--- src/rtl/pktbuf_rd_arbiter_pkg.sv ---
// Shared types for the packet-buffer read arbiter: source ids, arbiter states
// and the default read-credit depth.
package pktbuf_rd_arbiter_pkg;
  typedef enum logic {REQ_DM = 1'b0, REQ_AUX = 1'b1} req_src_t;
  typedef enum logic [1:0] {ST_IDLE = 2'd0, ST_GNT0 = 2'd1, ST_GNT1 = 2'd2} arb_state_t;
  localparam int PKTBUF_RD_MAX_OUTSTANDING = 8;
endpackage

--- src/rtl/pktbuf_rd_tag_fifo.sv ---
// In-order FIFO of 1-bit source tags, one entry per issued-but-unreturned read.
// A push on a full FIFO is accepted only when a pop frees a slot that same cycle.
module pktbuf_rd_tag_fifo
  import pktbuf_rd_arbiter_pkg::*;
#(
  parameter int DEPTH = PKTBUF_RD_MAX_OUTSTANDING
) (
  input  logic     i_clk,
  input  logic     i_rst,
  input  logic     i_push,
  input  req_src_t i_push_src,
  input  logic     i_pop,
  output req_src_t o_pop_src,
  output logic     o_empty,
  output logic     o_full
);
  localparam int PW = $clog2(DEPTH);
  localparam int CW = $clog2(DEPTH + 1);

  logic [DEPTH-1:0] r_mem;
  logic [PW-1:0]    r_wr, r_rd;
  logic [CW-1:0]    r_cnt;
  logic             w_push, w_pop;

  assign o_empty   = (r_cnt == '0);
  assign o_full    = (r_cnt == CW'(DEPTH));
  assign o_pop_src = req_src_t'(r_mem[r_rd]);
  assign w_pop     = i_pop && !o_empty;
  assign w_push    = i_push && (!o_full || w_pop);

  always_ff @(posedge i_clk) begin
    if (i_rst) begin
      r_wr  <= '0;
      r_rd  <= '0;
      r_cnt <= '0;
    end else begin
      if (w_push) begin
        r_mem[r_wr] <= i_push_src;
        r_wr        <= (r_wr == PW'(DEPTH - 1)) ? '0 : r_wr + 1'b1;
      end
      if (w_pop)
        r_rd <= (r_rd == PW'(DEPTH - 1)) ? '0 : r_rd + 1'b1;
      r_cnt <= r_cnt + CW'(w_push) - CW'(w_pop);
    end
  end
endmodule

--- src/rtl/pktbuf_rd_arbiter.sv ---
// Shares the packet-buffer read port between the data mover (0) and the aux
// reader (1): round-robin with burst lock, returns routed via an in-order tag FIFO.
module pktbuf_rd_arbiter
  import pktbuf_rd_arbiter_pkg::*;
#(
  parameter int AWIDTH          = 12,
  parameter int DWIDTH          = 64,
  parameter int MAX_OUTSTANDING = PKTBUF_RD_MAX_OUTSTANDING
) (
  input  logic              Clk,
  input  logic              Rst,
  input  logic              req0_read,
  input  logic [AWIDTH-1:0] req0_addr,
  input  logic              req0_last,
  output logic              req0_ready,
  output logic              req0_readvalid,
  output logic [DWIDTH-1:0] req0_readdata,
  input  logic              req1_read,
  input  logic [AWIDTH-1:0] req1_addr,
  input  logic              req1_last,
  output logic              req1_ready,
  output logic              req1_readvalid,
  output logic [DWIDTH-1:0] req1_readdata,
  output logic [AWIDTH-1:0] pkt_buffer_readaddress,
  output logic              pkt_buffer_read,
  input  logic              pkt_buffer_readvalid,
  input  logic [DWIDTH-1:0] pkt_buffer_readdata,
  output logic [31:0]       stats_grant0,
  output logic [31:0]       stats_grant1,
  output logic              protocol_err
);
  localparam int OW = $clog2(MAX_OUTSTANDING + 1);

  arb_state_t        r_state, w_state_nxt;
  req_src_t          r_last_served, w_acc_src, w_tag;
  logic [OW-1:0]     r_out, w_out_cap;
  logic              w_empty, w_full, w_pop, w_credit;
  logic              w_rdy0, w_rdy1, w_acc0, w_acc1, w_acc, w_acc_last;
  logic              r_rd, r_rv0, r_rv1, r_perr;
  logic [AWIDTH-1:0] r_addr;
  logic [DWIDTH-1:0] r_rdata;
  logic [31:0]       r_stats0, r_stats1;

  // A return in the same cycle frees its credit for an acceptance right away.
  assign w_pop     = pkt_buffer_readvalid && !w_empty;
  assign w_out_cap = r_out - OW'(w_pop);
  assign w_credit  = (w_out_cap < OW'(MAX_OUTSTANDING)) && (!w_full || w_pop);

  always_comb begin
    w_state_nxt = r_state;
    w_rdy0      = 1'b0;
    w_rdy1      = 1'b0;
    case (r_state)
      ST_IDLE: begin
        if (req0_read && req1_read)
          w_state_nxt = (r_last_served == REQ_DM) ? ST_GNT1 : ST_GNT0;
        else if (req0_read)
          w_state_nxt = ST_GNT0;
        else if (req1_read)
          w_state_nxt = ST_GNT1;
      end
      ST_GNT0: begin
        w_rdy0 = w_credit;
        if (req0_read && w_rdy0 && req0_last) w_state_nxt = ST_IDLE;
      end
      ST_GNT1: begin
        w_rdy1 = w_credit;
        if (req1_read && w_rdy1 && req1_last) w_state_nxt = ST_IDLE;
      end
      default: w_state_nxt = ST_IDLE;
    endcase
  end

  assign w_acc0     = req0_read && w_rdy0;
  assign w_acc1     = req1_read && w_rdy1;
  assign w_acc      = w_acc0 || w_acc1;
  assign w_acc_src  = w_acc1 ? REQ_AUX : REQ_DM;
  assign w_acc_last = w_acc1 ? req1_last : req0_last;

  pktbuf_rd_tag_fifo #(.DEPTH(MAX_OUTSTANDING)) u_tag_fifo (
    .i_clk      (Clk),
    .i_rst      (Rst),
    .i_push     (w_acc),
    .i_push_src (w_acc_src),
    .i_pop      (pkt_buffer_readvalid),
    .o_pop_src  (w_tag),
    .o_empty    (w_empty),
    .o_full     (w_full)
  );

  always_ff @(posedge Clk) begin
    if (Rst) begin
      r_state       <= ST_IDLE;
      r_last_served <= REQ_AUX;
      r_out         <= '0;
      r_rd          <= 1'b0;
      r_addr        <= '0;
      r_rv0         <= 1'b0;
      r_rv1         <= 1'b0;
      r_rdata       <= '0;
      r_stats0      <= '0;
      r_stats1      <= '0;
      r_perr        <= 1'b0;
    end else begin
      r_state <= w_state_nxt;
      if (w_acc && w_acc_last) begin
        r_last_served <= w_acc_src;
        if (w_acc_src == REQ_DM) r_stats0 <= r_stats0 + 32'd1;
        else                     r_stats1 <= r_stats1 + 32'd1;
      end
      r_out <= r_out + OW'(w_acc) - OW'(w_pop);
      r_rd  <= w_acc;
      if (w_acc) r_addr <= w_acc1 ? req1_addr : req0_addr;
      r_rv0 <= w_pop && (w_tag == REQ_DM);
      r_rv1 <= w_pop && (w_tag == REQ_AUX);
      if (w_pop) r_rdata <= pkt_buffer_readdata;
      // Orphan returns are dropped; the flag stays up until reset.
      if (pkt_buffer_readvalid && w_empty) r_perr <= 1'b1;
    end
  end

  assign req0_ready             = w_rdy0;
  assign req1_ready             = w_rdy1;
  assign req0_readvalid         = r_rv0;
  assign req1_readvalid         = r_rv1;
  assign req0_readdata          = r_rdata;
  assign req1_readdata          = r_rdata;
  assign pkt_buffer_read        = r_rd;
  assign pkt_buffer_readaddress = r_addr;
  assign stats_grant0           = r_stats0;
  assign stats_grant1           = r_stats1;
  assign protocol_err           = r_perr;
endmodule

--- config.mk ---
export PLATFORM = sky130hd
export DESIGN_NAME = pktbuf_rd_arbiter
export DESIGN_NICKNAME = d
export VERILOG_FILES = /design/src/rtl/pktbuf_rd_arbiter_pkg.sv /design/src/rtl/pktbuf_rd_tag_fifo.sv /design/src/rtl/pktbuf_rd_arbiter.sv
export SDC_FILE = /design/constraint.sdc
export NUM_CORES = 1
export LEC_CHECK = 0
export CAP_MARGIN = 20
export CORE_ASPECT_RATIO = 1.75
export CORE_UTILIZATION = 40
export DETAILED_ROUTE_END_ITERATION = 8
export PLACE_DENSITY = 0.77
export SLEW_MARGIN = 15
export SYNTH_ARGS = -nofsm -noshare
export SYNTH_HDL_FRONTEND = slang
export SYNTH_SLANG_ARGS = --single-unit
--- constraint.sdc ---
create_clock -name Clk -period 2.8 [get_ports Clk]
set_clock_uncertainty 0.15 [all_clocks]
set_input_delay 0.56 -clock Clk [delete_from_list [all_inputs] [get_ports Clk]]
set_output_delay 0.56 -clock Clk [all_outputs]
set_load 0.02 [all_outputs]
==> impl_results.md <==
- Total routed wirelength: 20900 microns
- Data required time at the worst endpoint: 2.09 ns
- Overall power after layout: 8.06 mW
- Placement Rows: 67
- Most area-consuming cells after synthesis: sky130_fd_sc_hd__dfxtp_1 41%, sky130_fd_sc_hd__a21oi_1 8.6%, sky130_fd_sc_hd__nand2_1 7.9%
- DR vias/cell: 5.21
- Placeable Area: 19100 sq um
- Pin count of the biggest net entering global routing: 99
- Dpl cells: 1391
- Vias in the first global route: 6907
- Router iterations before antenna repair: 4
- Status: finished, final reports clean
- Post-detailed-route count of antenna-violating nets: 0
- IR drop worst, VDD: 0.411 mV
- Static leakage: 4.01 nW
- Period utilisation layout: 96.7%
- Layout cell share with drive strength beyond 1: 8.54%
- Clock tree from TritonCTS: built
- Share of the yosys chip area belonging to registers: 44.5%
- Most instantiated flip-flop cell in the synthesis netlist: sky130_fd_sc_hd__dfxtp_1
- Number of distinct standard cells referenced by the synthesized netlist: 47
- Netlist Area Pre-Place: 7780 sq um
- Final-report hold violation count: 0
- Average wire per cell in the routed design: 14.7 microns
- Pin slew with the least headroom to its limit: 0.712 ns
- Synth-to-Final Area Change: 46.2%
- Effective utilization at floorplan: 40.7%
- PD cells: 709 nW/um^2
- Reg-to-reg setup timing slack: 0.12 ns
- Crit path arrival time: 2.00 ns
- Final nets: 1283
- Global-route wire length before repair: 33300 microns
- RePlAce Congestion: 0.838
- Tmin final: 2.71 ns
- Via count: 7411
- Endpoint kind of the worst setup timing path: output port
- Startpoint type of the worst setup path: flip-flop
- Final Max Slew Viols: 0
- Half-perimeter wire length after placement: 15100 microns
- DRC violation count after routing: 0
- Count of state elements after synthesis: 169
- Top-Level Pins: 305
- Synthesized netlist net count: 1038
- Number of enable-type register cells in the synthesized netlist: 8
- Cell at the root of the clock tree: sky130_fd_sc_hd__clkbuf_16
- Finished Layout Cells: 1423
- Classification of the worst-slack hold path: flip-flop to flip-flop
- Gr ovfl total: 0
- Iter 0 DRT Violations: 372
- Number of antenna violations at the first check in global routing: 0
- Cells after synthesis: 924
- Overall die width: 107 microns
- Maximum fanout along the worst path: 9
- Maximum clock path buffer count: 2
- Cts hold-fix bufs: 0
- Number of buffers created by CTS: 17
- Leading cell types by count after synthesis: 163 x sky130_fd_sc_hd__nand2_1, 161 x sky130_fd_sc_hd__dfxtp_1, 134 x sky130_fd_sc_hd__a21oi_1, 65 x sky130_fd_sc_hd__buf_4, 43 x sky130_fd_sc_hd__nor2_1
- Relative slew margins: 52.5%
- Number of setup violations in the final report: 0
- Kind of critical path: flip-flop to output port
- Number of warnings issued by yosys: 0
- Fmax achieved: 369 MHz
- Register clock-pin slew on the reported worst setup and hold paths: 0.06 ns
- Port-buffer cells: 304
- Overall routing resource usage: 20.6%
- Post-synth top area cell: sky130_fd_sc_hd__dfxtp_1
- Sink Count: 169
- Asr flop ratio synth: 0%
- Mapped Avg Cell Area: 8.42 sq um
- Setup bufs post-CTS: 0
- Number of maximum-capacitance constraint violations: 0
- Die Y-Extent: 187 microns
- Later-pin clock latency in the skew report: 0.42 ns
- Die area: 20000 sq um
- Number of antenna diodes: 0
- Share of the synthesized area in the top cell type: 41.4%
- Cell with the most instances after synthesis: sky130_fd_sc_hd__nand2_1
- Deepest level of the CTS H-tree: 4
-- cells by family (layout without fill, tap and decap cells) --
group                      Yosys count  in the layout  synth area share (%)
AOI/OAI and AO/OA                  213            213                  15.7
xor gates and xnor gates             8              8                 0.900
adders and majority gates           19             19                  3.25
buffers and inverters              146            404                  10.4
DFF                                169            169                  44.5
muxes                               17             17                  2.51
and+or+nand+nor                    352            352                  22.7
-- cell usage in the layout, fill, tap and decap left out, types with 21 or more instances in the layout --
master and instances:
sky130_fd_sc_hd__buf_4 37, sky130_fd_sc_hd__inv_1 25, sky130_fd_sc_hd__nand4_1 21, sky130_fd_sc_hd__a21oi_1 133, sky130_fd_sc_hd__dfxtp_1 160, sky130_fd_sc_hd__o21ai_0 22, sky130_fd_sc_hd__clkdlybuf4s50_1 300, sky130_fd_sc_hd__nand2_1 163
sky130_fd_sc_hd__or3_1 22, sky130_fd_sc_hd__nor2_1 42, sky130_fd_sc_hd__o31ai_1 39, sky130_fd_sc_hd__or4_1 39
-- layer usage --
| layer | global-route usage (%) | vias up | share of wire (%) | wire, microns |
|---|---|---|---|---|
| met4 | 8.27 | 0 | 2.4 | 496 |
| met1 | 20.9 | 3453 | 36 | 7590 |
| li1 | - | 3683 | - | - |
| met2 | 40.0 | 244 | 56 | 11600 |
| met5 | 0 | - | 0 | 0 |
| met3 | 3.46 | 31 | 5.5 | 1140 |
-- layout make-up --
cell class,instances,area (sq um)
Fill cell,1676,7740
Multi-Input combinational cell,609,3560
Sequential cell,169,3460
Timing Repair Buffer,343,3370
Clock buffer,20,457
Tap cell,241,302
Clock inverter,12,115
Inverter,29,110
-- path summary, 6_finish.rpt --
check | depth (start not counted) | start | to
setup reg to reg | 14 | r_out[2]$_SDFF_PP0_ | r_out[3]$_SDFF_PP0_
hold / removal | 2 | req0_readdata[29]$_SDFFE_PP0N_ | req0_readdata[29]$_SDFFE_PP0N_
hold reg to reg | 2 | req0_readdata[29]$_SDFFE_PP0N_ | req0_readdata[29]$_SDFFE_PP0N_
setup / recovery | 8 | r_out[2]$_SDFF_PP0_ | req1_ready
-- per-stage QoR --
step	TNS [ns]	cell area, sq um	hold slack, ns	util, %	setup slack [ns]
after floorplan	0	7780	0.303	-	0.00580
after global placement	-4.49	10800	0.305	56.3	-0.396
after detailed placement	-5.43	10800	0.310	56.3	-0.434
after CTS	0	11300	0.309	59.3	0.0202
after global routing	-0.0219	11400	0.339	59.5	-0.0178
final	0	11400	0.317	59.5	0.0924
-- power by group --
part	switching (mW)	leakage, nW	internal (mW)	total, mW
logic	1.52	2.35	1.33	2.85
clock network	0.992	0.282	1.28	2.28
registers	0.230	1.39	2.71	2.94
-- worst max-delay path: stages (launching register included) --
cell and delay, ns:
sky130_fd_sc_hd__dfxtp_1 0.32, sky130_fd_sc_hd__inv_1 0.08, sky130_fd_sc_hd__ha_1 0.14, sky130_fd_sc_hd__nand3b_1 0.12
sky130_fd_sc_hd__or3_4 0.42, sky130_fd_sc_hd__buf_6 0.15, sky130_fd_sc_hd__nand4_1 0.10, sky130_fd_sc_hd__inv_1 0.08
sky130_fd_sc_hd__buf_4 0.16
-- flip-flops by register name (all words and copies together) (netlist names) --
| signal | count |
|---|---|
| pkt_buffer_read | 1 |
| pkt_buffer_readaddress | 12 |
| protocol_err | 1 |
| r_last_served | 1 |
| r_out | 4 |
| r_state | 2 |
| req0_readdata | 64 |
| req0_readvalid | 1 |
| req1_readvalid | 1 |
| stats_grant0 | 32 |
| stats_grant1 | 32 |
| u_tag_fifo.r_cnt | 4 |
| u_tag_fifo.r_mem | 8 |
| u_tag_fifo.r_rd | 3 |
| u_tag_fifo.r_wr | 3 |
-- timing repair --
action / in CTS / in global routing
setup endpoints to repair: 4 / 6
pin swaps: 2 / 5
resized for setup: 15 / 10
hold endpoints to repair: 0 / 0
Power figures use the tool's default switching activity.
